File: config.mk
export PLATFORM = sky130hd
export DESIGN_NAME = div_req_ctrl_flat
export DESIGN_NICKNAME = d
export VERILOG_FILES = /design/src/rtl/div_ctrl_pkg.sv /design/src/rtl/div_req_ctrl_if.sv /design/src/rtl/div_timeout_ctr.sv /design/src/rtl/div_req_ctrl.sv /design/src/flat_wrapper.sv
export SDC_FILE = /design/constraint.sdc
export NUM_CORES = 1
export LEC_CHECK = 0
export ABC_AREA = 1
export CAP_MARGIN = 20
export CORE_ASPECT_RATIO = 0.5
export CORE_MARGIN = 5
export CORE_UTILIZATION = 45
export DETAILED_ROUTE_END_ITERATION = 6
export PLACE_DENSITY = 0.84
export SLEW_MARGIN = 20
export SYNTH_ARGS = -nofsm -noshare
export SYNTH_HDL_FRONTEND = slang
export SYNTH_SLANG_ARGS = --single-unit
File: constraint.sdc
create_clock -name clk -period 8.2 [get_ports clk]
set_clock_uncertainty 0.2 [all_clocks]
set_input_delay 2.46 -clock clk [delete_from_list [all_inputs] [get_ports clk]]
set_output_delay 2.46 -clock clk [all_outputs]
set_load 0.005 [all_outputs]
File: src/rtl/div_ctrl_pkg.sv
// Shared types for the divider request controller: FSM states, the response
// record and the divide-by-zero result.
package div_ctrl_pkg;

  localparam int DIV_WIDTH = 32;

  typedef enum logic [2:0] {
    IDLE,
    ISSUE,
    WAIT,
    ACK,
    RESP
  } state_t;

  typedef struct packed {
    logic [DIV_WIDTH-1:0] q;
    logic [DIV_WIDTH-1:0] r;
    logic                 dbz;
    logic                 timeout;
  } div_rsp_t;

  // x/0 reports an all-ones quotient and returns the dividend as remainder.
  function automatic div_rsp_t dbz_result(input logic [DIV_WIDTH-1:0] a);
    div_rsp_t res;
    res.q       = '1;
    res.r       = a;
    res.dbz     = 1'b1;
    res.timeout = 1'b0;
    return res;
  endfunction

endpackage

File: src/rtl/div_req_ctrl_if.sv
// Signal bundle between the divider request controller, its upstream/downstream
// channels and the iterative divider.
interface div_req_ctrl_if #(
  parameter int W = 32
);
  // req_*/rsp_* are valid/ready channels: a transfer happens on a rising edge
  // where valid & ready are both high; the source holds valid and data stable
  // until that edge. div_start/div_ack are single-cycle pulses; div_complete
  // is a level held by the divider until ack or the next start.
  logic         req_valid;
  logic         req_ready;
  logic [W-1:0] req_a;
  logic [W-1:0] req_b;

  logic         div_start;
  logic         div_ack;
  logic [W-1:0] div_a;
  logic [W-1:0] div_b;
  logic [W-1:0] div_q;
  logic [W-1:0] div_r;
  logic         div_complete;

  logic         rsp_valid;
  logic         rsp_ready;
  logic [W-1:0] rsp_q;
  logic [W-1:0] rsp_r;
  logic         rsp_dbz;
  logic         rsp_timeout;

  logic         busy;

  modport master (
    input  req_valid, req_a, req_b, div_q, div_r, div_complete, rsp_ready,
    output req_ready, div_start, div_ack, div_a, div_b,
           rsp_valid, rsp_q, rsp_r, rsp_dbz, rsp_timeout, busy
  );

  modport slave (
    output req_valid, req_a, req_b, div_q, div_r, div_complete, rsp_ready,
    input  req_ready, div_start, div_ack, div_a, div_b,
           rsp_valid, rsp_q, rsp_r, rsp_dbz, rsp_timeout, busy
  );

endinterface

File: src/rtl/div_timeout_ctr.sv
// Saturating WAIT-cycle counter; expired is high on the last permitted cycle.
module div_timeout_ctr #(
  parameter int TIMEOUT_CYCLES = 72
) (
  input  logic clk,
  input  logic rst,
  input  logic clear,
  input  logic enable,
  output logic expired
);

  localparam int TW = $clog2(TIMEOUT_CYCLES);
  localparam logic [TW-1:0] LAST = TW'(TIMEOUT_CYCLES - 1);

  logic [TW-1:0] count;

  always_ff @(posedge clk or posedge rst) begin
    if (rst) begin
      count <= '0;
    end else if (clear) begin
      count <= '0;
    end else if (enable && (count != LAST)) begin
      count <= count + 1'b1;
    end
  end

  assign expired = (count == LAST);

endmodule

File: src/rtl/div_req_ctrl.sv
// Initiator-side controller for the iterative divider: accepts operand pairs,
// runs the start/complete/ack handshake and returns Q/R with dbz/timeout flags.
module div_req_ctrl
  import div_ctrl_pkg::*;
#(
  parameter int C_WIDTH        = DIV_WIDTH,
  parameter int TIMEOUT_CYCLES = 72
) (
  input  logic           clk,
  input  logic           rst,
  div_req_ctrl_if.master bus,
  output state_t         state_dbg
);

  state_t             state;
  state_t             state_nxt;
  div_rsp_t           rsp;
  logic [C_WIDTH-1:0] div_a;
  logic [C_WIDTH-1:0] div_b;
  logic               accept;
  logic               expired;

  assign accept = bus.req_valid && (state == IDLE);

  div_timeout_ctr #(
    .TIMEOUT_CYCLES(TIMEOUT_CYCLES)
  ) u_timeout (
    .clk    (clk),
    .rst    (rst),
    .clear  (state == ISSUE),
    .enable (state == WAIT),
    .expired(expired)
  );

  always_ff @(posedge clk or posedge rst) begin
    if (rst) begin
      state <= IDLE;
    end else begin
      state <= state_nxt;
    end
  end

  always_comb begin
    state_nxt = state;
    case (state)
      IDLE:    if (accept) state_nxt = (bus.req_b == '0) ? RESP : ISSUE;
      ISSUE:   state_nxt = WAIT;
      WAIT:    if (bus.div_complete || expired) state_nxt = ACK;
      ACK:     state_nxt = RESP;
      RESP:    if (bus.rsp_ready) state_nxt = IDLE;
      default: state_nxt = IDLE;
    endcase
  end

  // Complete is tested before expiry so a result arriving on the last cycle wins.
  always_ff @(posedge clk or posedge rst) begin
    if (rst) begin
      div_a <= '0;
      div_b <= '0;
      rsp   <= '0;
    end else begin
      if (accept) begin
        div_a <= bus.req_a;
        div_b <= bus.req_b;
        if (bus.req_b == '0) rsp <= dbz_result(bus.req_a);
      end
      if (state == WAIT) begin
        if (bus.div_complete) begin
          rsp <= '{q: bus.div_q, r: bus.div_r, dbz: 1'b0, timeout: 1'b0};
        end else if (expired) begin
          rsp <= '{q: '0, r: '0, dbz: 1'b0, timeout: 1'b1};
        end
      end
      if ((state == RESP) && bus.rsp_ready) begin
        rsp.dbz     <= 1'b0;
        rsp.timeout <= 1'b0;
      end
    end
  end

  assign bus.req_ready   = (state == IDLE);
  assign bus.div_start   = (state == ISSUE);
  assign bus.div_ack     = (state == ACK);
  assign bus.div_a       = div_a;
  assign bus.div_b       = div_b;
  assign bus.rsp_valid   = (state == RESP);
  assign bus.rsp_q       = rsp.q;
  assign bus.rsp_r       = rsp.r;
  assign bus.rsp_dbz     = rsp.dbz;
  assign bus.rsp_timeout = rsp.timeout;
  assign bus.busy        = (state != IDLE);
  assign state_dbg       = state;

endmodule
File: src/flat_wrapper.sv
// flat-port wrapper written by rule: the top's interface ports become plain ports
module div_req_ctrl_flat import div_ctrl_pkg::*;
#(
  parameter int C_WIDTH        = DIV_WIDTH,
  parameter int TIMEOUT_CYCLES = 72
)
  (clk, rst, state_dbg, bus_req_valid, bus_req_a, bus_req_b, bus_div_q, bus_div_r, bus_div_complete, bus_rsp_ready, bus_req_ready, bus_div_start, bus_div_ack, bus_div_a, bus_div_b, bus_rsp_valid, bus_rsp_q, bus_rsp_r, bus_rsp_dbz, bus_rsp_timeout, bus_busy);
  div_req_ctrl_if bus_i ();
  input  logic clk;
  input  logic rst;
  output state_t state_dbg;
  input wire logic [$bits(bus_i.req_valid)-1:0] bus_req_valid;
  input wire logic [$bits(bus_i.req_a)-1:0] bus_req_a;
  input wire logic [$bits(bus_i.req_b)-1:0] bus_req_b;
  input wire logic [$bits(bus_i.div_q)-1:0] bus_div_q;
  input wire logic [$bits(bus_i.div_r)-1:0] bus_div_r;
  input wire logic [$bits(bus_i.div_complete)-1:0] bus_div_complete;
  input wire logic [$bits(bus_i.rsp_ready)-1:0] bus_rsp_ready;
  output wire logic [$bits(bus_i.req_ready)-1:0] bus_req_ready;
  output wire logic [$bits(bus_i.div_start)-1:0] bus_div_start;
  output wire logic [$bits(bus_i.div_ack)-1:0] bus_div_ack;
  output wire logic [$bits(bus_i.div_a)-1:0] bus_div_a;
  output wire logic [$bits(bus_i.div_b)-1:0] bus_div_b;
  output wire logic [$bits(bus_i.rsp_valid)-1:0] bus_rsp_valid;
  output wire logic [$bits(bus_i.rsp_q)-1:0] bus_rsp_q;
  output wire logic [$bits(bus_i.rsp_r)-1:0] bus_rsp_r;
  output wire logic [$bits(bus_i.rsp_dbz)-1:0] bus_rsp_dbz;
  output wire logic [$bits(bus_i.rsp_timeout)-1:0] bus_rsp_timeout;
  output wire logic [$bits(bus_i.busy)-1:0] bus_busy;
  assign bus_i.req_valid = bus_req_valid;
  assign bus_i.req_a = bus_req_a;
  assign bus_i.req_b = bus_req_b;
  assign bus_i.div_q = bus_div_q;
  assign bus_i.div_r = bus_div_r;
  assign bus_i.div_complete = bus_div_complete;
  assign bus_i.rsp_ready = bus_rsp_ready;
  assign bus_req_ready = bus_i.req_ready;
  assign bus_div_start = bus_i.div_start;
  assign bus_div_ack = bus_i.div_ack;
  assign bus_div_a = bus_i.div_a;
  assign bus_div_b = bus_i.div_b;
  assign bus_rsp_valid = bus_i.rsp_valid;
  assign bus_rsp_q = bus_i.rsp_q;
  assign bus_rsp_r = bus_i.rsp_r;
  assign bus_rsp_dbz = bus_i.rsp_dbz;
  assign bus_rsp_timeout = bus_i.rsp_timeout;
  assign bus_busy = bus_i.busy;
  div_req_ctrl #(.C_WIDTH(C_WIDTH), .TIMEOUT_CYCLES(TIMEOUT_CYCLES)) u_core (.clk(clk), .rst(rst), .bus(bus_i), .state_dbg(state_dbg));
endmodule
==> results of run 1 <==
==> cell usage after synthesis <==
cell,number
nand2_1,390
dfrtp_1,140
inv_1,114
nor2_1,52
a21oi_1,46
nand3_1,28
buf_2,22
o21ai_0,21
clkbuf_1,8
buf_6,6
nor3_1,3
inv_2,2
buf_4,1
ha_1,1
inv_4,1
nand2_4,1
nor2_4,1
xor2_1,1
==> worst paths after layout <==
path / endpoint / start / cells after the start
max in group asynchronous: u_core.u_timeout.count[3]$_DFFE_PP0P_ / rst / 3
hold / removal: u_core.bus.div_b[28]$_DFFE_PP0N_ / u_core.bus.div_b[28]$_DFFE_PP0N_ / 2
min in group asynchronous: u_core.bus.rsp_q[22]$_DFF_PP0_ / rst / 2
setup reg to reg: u_core.bus.rsp_r[5]$_DFF_PP0_ / u_core.state_dbg[1]$_DFFE_PP0P_ / 10
setup / recovery: u_core.bus.rsp_r[5]$_DFF_PP0_ / bus_div_complete / 9
hold reg to reg: u_core.bus.div_b[28]$_DFFE_PP0N_ / u_core.bus.div_b[28]$_DFFE_PP0N_ / 2
==> cells by family (layout without fill, tap and decap cells) <==
kind of cell               after synthesis  in the layout
xor gates and xnor gates                 1              1
buffers and inverters                  154            421
and+or+nand+nor                        475            475
DFF                                    140            140
AOI/OAI and AO/OA                       67             67
adders and majority gates                1              1
==> power by group through the flow <==
stage	sequential, mW	clock (mW)	combinational [mW]
6_report	1.16	0.782	1.47
5_1_grt	1.21	0.826	1.63
4_1_cts	1.16	0.791	1.49
3_5_place_dp	1.17	0	1.48
3_3_place_gp	1.16	0	1.43
2_1_floorplan	1.19	0	0.597
==> layout make-up <==
class / instances / share of cell area
clock buffer: 20 / 0.04801
clock inverter: 12 / 0.01416
inverter: 117 / 0.04595
multi-input combinational: 544 / 0.2272
sequential: 140 / 0.3604
tap: 192 / 0.02471
timing repair buffer: 272 / 0.2796
==> layer usage <==
layer	vias to the layer above	global-route usage	wire length [µm]
met4	0	0.1119	734
met3	55	0.04664	976
met1	2786	0.2729	7631
met2	178	0.4149	9984
met5	-	0	0
li1	3002	-	-
==> worst register-to-register path: stages (launching register included) <==
cell and delay, ps:
dfrtp_1 360, inv_1 60, nor2_1 130, nand2_1 160, nor2_4 100, buf_4 550, inv_1 130, nand2_1 660
inv_2 580, nand3_1 250, nand2_1 80
==> registers in the layout, indices dropped and copies added (netlist names) <==
signal                  count
u_core.bus.rsp_q           32
u_core.bus.div_b           32
u_core.bus.rsp_r           32
u_core.bus.rsp_timeout      1
u_core.bus.rsp_dbz          1
u_core.state_dbg            3
u_core.u_timeout.count      7
u_core.bus.div_a           32
==> flow_summary.json, run 1 <==
{
  "layout_worst_path_cycle_share": 0.6429,
  "ant_nets": 0,
  "period_needed_ps": 5272,
  "p_clk_frac": 0.229,
  "cts.clk_slew.worst_paths_ps": 60,
  "io_buffers": 270,
  "grt_pass1_wl_mm": 31.13,
  "viasPerCell": 4.642,
  "rsz0062_at_grt": "false",
  "synth_top_area_cell": "dfrtp_1",
  "synthCells": 838,
  "die-area_um2": 16740,
  "critical_path.cell_chain": "clkdlybuf4s50_1 -> inv_1 -> nor2_4 -> buf_4 -> inv_1 -> nand2_1 -> inv_2 -> nand3_1 -> nand2_1",
  "initial_core_util": 0.4637,
  "ff2ff_setup_slack_ps": 4810,
  "synthTopCellsByArea": "dfrtp_1 55%, nand2_1 23%, inv_1 6.7%",
  "synth_mux_area_frac": 0,
  "setup_viol": 0,
  "synth_area_um2": 6354,
  "root_buffer": "clkbuf_16",
  "filler_cell_count": 1084,
  "cts_post_setup_buffers_inserted": 0,
  "synth_compound_area_frac": 0.05278,
  "diodes": 0,
  "synth-seq-cells": 140,
  "grt_max_degree": 98,
  "intPower_mw": 2.259,
  "cp-end-kind": "flop",
  "grt-ovfl-total": 0,
  "crit_family": "buffers and inverters",
  "switchingPower_mw": 1.156,
  "crit_slowest_cell": "nand2_1",
  "cts_sinks": 140,
  "synth_top_family_by_area": "simple AND/OR/NAND/NOR gates",
  "synth_cell_types": 18,
  "fp.dieW_um": 178.0,
  "regArea_um2": 3503,
  "place_ws_ps": 2519,
  "cap_violations": 0,
  "detail_route.wl_per_cell_um": 14.90,
  "cts_hold_buf": 0,
  "start_kind": "primary input",
  "layout.nets": 1226,
  "synth-simple-area-share": 0.2891,
  "seq_area_frac_synth": 0.5514,
  "clk_path_buf_depth": 2,
  "max_freq_mhz": 189.7,
  "drc": 0,
  "drt_iter0_markers": 398,
  "fp.dieH_um": 94.02,
  "numCtsBuffers": 17,
  "clock_latency_ps": 410,
  "crit_path_max_fanout": 65,
  "slowest_delay_ps": 660,
  "stdcell_count": 1297,
  "vias": 6021,
  "drtPass1Iterations": 7,
  "wirelength_mm": 19.33,
  "multi_input_area_um2": 2208,
  "avgSynthCellArea_um2": 7.582,
  "layout_common_cells": "389 x nand2_1, 270 x clkdlybuf4s50_1, 140 x dfrtp_1",
  "hold_viol": 0,
  "gp_congestion": 0.8273,
  "final_cell_area_um2": 9721,
  "syn2layout_area_growth_pct": 52.99,
  "yosysTopAreaCellShare": 0.5514,
  "p_leak_nw": 5.064,
  "place_area_um2": 9116,
  "drive_above_1_share": 0.03801,
  "syn_nets": 972,
  "run_status": "finished, final reports clean",
  "seqPwrFrac": 0.341,
  "required_ps": 8280,
  "maxSlewHeadroom": 0.3446,
  "synth_fa_ha_area_frac": 0.001969,
  "maxSlewViolCount": 0,
  "utilization": 0.7095,
  "critPathKind": "in2reg",
  "grtUsageTotal": 0.2335,
  "cp_num_buf_inv": 5,
  "dpl.hpwl_mm": 13.45,
  "cp_data_arrival_time_ps": 5360,
  "num_rows": 30,
  "core_um2": 13700,
  "p_sw_frac": 0.3386,
  "dp.cells": 1265,
  "min_path_type": "reg2reg",
  "power_density_nw_per_um2": 351.3,
  "finalPower_mw": 3.415,
  "synthXorXnorAreaFrac": 0.001378,
  "yosys_warnings": 0,
  "first_global_vias": 6228,
  "whs_ps": 273.6,
  "final_common_cell": "nand2_1",
  "ctsResizeCount": 0,
  "p_comb_frac": 0.430,
  "cts_tree": "built",
  "layout_setup_ws_ps": 2928,
  "ios": 271,
  "antenna_found_initial": 0,
  "setup_tns_ps": 0,
  "peakVddDrop_uv": 150.1,
  "worst_slew_pin_slew_ps": 983.0,
  "cts_max_level": 4
}
Note: power is estimated with default switching activity, not from simulation.
==> run 2: changes to the inputs <==
Settings changed: CORE_UTILIZATION 45 to 43, PLACE_DENSITY 0.84 to 0.81.
Clock period 8.2 ns to 5.35 ns, I/O delays scaled along.
==> run 2 against run 1 <==
  * Total power rose by 51%
  * Combinational power rose by 54%
  * Worst hold slack improved by 6.1 ps
  * Via count rose by 0.22%
  * Setup slack got worse by 1400 ps
  * Sequential share of layout area barely moved
==> flow_summary.json, run 2 (synthesized netlist as in run 1, its figures left out) <==
{
  "layout_setup_ws_ps": 1519,
  "layout_worst_path_cycle_share": 0.7161,
  "setup_tns_ps": 0,
  "cap_violations": 0,
  "cts_post_setup_buffers_inserted": 0,
  "antenna_found_initial": 0,
  "viasPerCell": 4.613,
  "maxSlewHeadroom": 0.3695,
  "peakVddDrop_uv": 279.0,
  "period_needed_ps": 3831,
  "detail_route.wl_per_cell_um": 15.09,
  "run_status": "finished, final reports clean",
  "dp.cells": 1276,
  "stdcell_count": 1308,
  "clk_path_buf_depth": 2,
  "cts_hold_buf": 0,
  "grtUsageMet2": 0.4068,
  "initial_core_util": 0.4392,
  "clock_latency_ps": 400,
  "layout_common_cells": "389 x nand2_1, 270 x clkdlybuf4s50_1, 140 x dfrtp_1",
  "first_global_vias": 6054,
  "critPathKind": "in2reg",
  "dpl.hpwl_mm": 14.47,
  "drt_iter0_markers": 388,
  "worst_slew_pin_slew_ps": 945.7,
  "drtPass1Iterations": 5,
  "grt_pass1_wl_mm": 30.83,
  "grt_use_met1": 0.2669,
  "grt-ovfl-total": 0,
  "max_freq_mhz": 261.0,
  "rsz0062_at_grt": "false",
  "hold_viol": 0,
  "crit_path_max_fanout": 45,
  "core_um2": 14470,
  "cts_tree": "built",
  "fp.dieH_um": 95.96,
  "drc": 0,
  "setup_viol": 0,
  "cts.clk_slew.worst_paths_ps": 60,
  "grt_max_degree": 97,
  "vias": 6034,
  "ios": 271,
  "place_area_um2": 9168,
  "cts_max_level": 4,
  "syn2layout_area_growth_pct": 53.09,
  "required_ps": 5430,
  "power_density_nw_per_um2": 531.7,
  "met3_usage": 0.04643,
  "grtUsageTotal": 0.2233,
  "start_kind": "primary input",
  "gp_congestion": 0.8221,
  "diodes": 0,
  "ctsResizeCount": 0,
  "drive_above_1_share": 0.04144,
  "place_ws_ps": 1188,
  "min_path_type": "reg2reg",
  "layout.nets": 1231,
  "num_rows": 31,
  "maxSlewViolCount": 0,
  "filler_cell_count": 1202,
  "cp-end-kind": "flop",
  "ant_nets": 0,
  "final_common_cell": "nand2_1",
  "die-area_um2": 17450,
  "cp_data_arrival_time_ps": 3920,
  "p_leak_nw": 5.064,
  "wirelength_mm": 19.74,
  "fp.dieW_um": 181.9,
  "final_cell_area_um2": 9727,
  "cts_sinks": 140,
  "io_buffers": 270,
  "busiest_layer": "met2",
  "numCtsBuffers": 17,
  "root_buffer": "clkbuf_16"
}
==> run 2: cell count changes in the layout (fill, tap and decap cells not counted) <==
cell	change
nand2_4	-1
clkinv_2	+3
bufinv_16	-1
clkbuf_8	-2
clkbuf_1	+1
buf_12	+1
clkinvlp_4	-1
buf_4	+4
nand2_2	+1
==> run 2: routing by layer <==
metal,routed length [µm],part of all wire
met5,0,0
met4,516,0.026
met3,820,0.042
met2,10320,0.52
met1,8078,0.41
==> run 2: critical path: stages <==
cell,delay [ps]
clkdlybuf4s50_1,490
inv_1,80
nor2_4,110
inv_1,50
nand2_1,670
inv_2,580
nand3_1,260
nand2_1,60
==> run 2: path summary, 6_finish.rpt <==
kind                       depth (start not counted)                        startpoint  slack (ps)                                to
max                                                8                  bus_div_complete        1520    u_core.bus.rsp_r[10]$_DFF_PP0_
min                                                2  u_core.bus.div_b[31]$_DFFE_PP0N_         280  u_core.bus.div_b[31]$_DFFE_PP0N_
max reg2reg                                        8   u_core.state_dbg[0]$_DFFE_PP0P_        2480    u_core.bus.rsp_r[10]$_DFF_PP0_
min reg2reg                                        2  u_core.bus.div_b[31]$_DFFE_PP0N_         280  u_core.bus.div_b[31]$_DFFE_PP0N_
max in group asynchronous                          3                               rst        2790    u_core.bus.rsp_r[18]$_DFF_PP0_
min in group asynchronous                          2                               rst        1330    u_core.bus.rsp_r[12]$_DFF_PP0_
==> run 2: stage by stage <==
stage	hold WS (ps)	total power, mW	util
floorplan	272.4	2.737	-
global placement	261.9	3.992	0.6337
detailed placement	265.2	4.086	0.6337
CTS	281.3	5.223	0.6723
global route	298.0	5.549	0.6723
finish	279.7	5.172	0.6723
==> run 2: layout make-up <==
class,count,area [µm²],area share
clock inverter,13,116.4,0.01196
multi-input combinational,544,2203,0.2265
sequential,140,3503,0.3602
clock buffer,19,442.9,0.04554
timing repair buffer,277,2768,0.2845
inverter,117,445.4,0.04579
tap,198,247.7,0.02547
==> run 2: power by group <==
| group | internal [mW] | switching (mW) | leakage [nW] |
|---|---|---|---|
| sequential | 1.53 | 0.263 | 1.73 |
| clock | 0.654 | 0.464 | 0.270 |
| combinational | 1.21 | 1.05 | 3.06 |
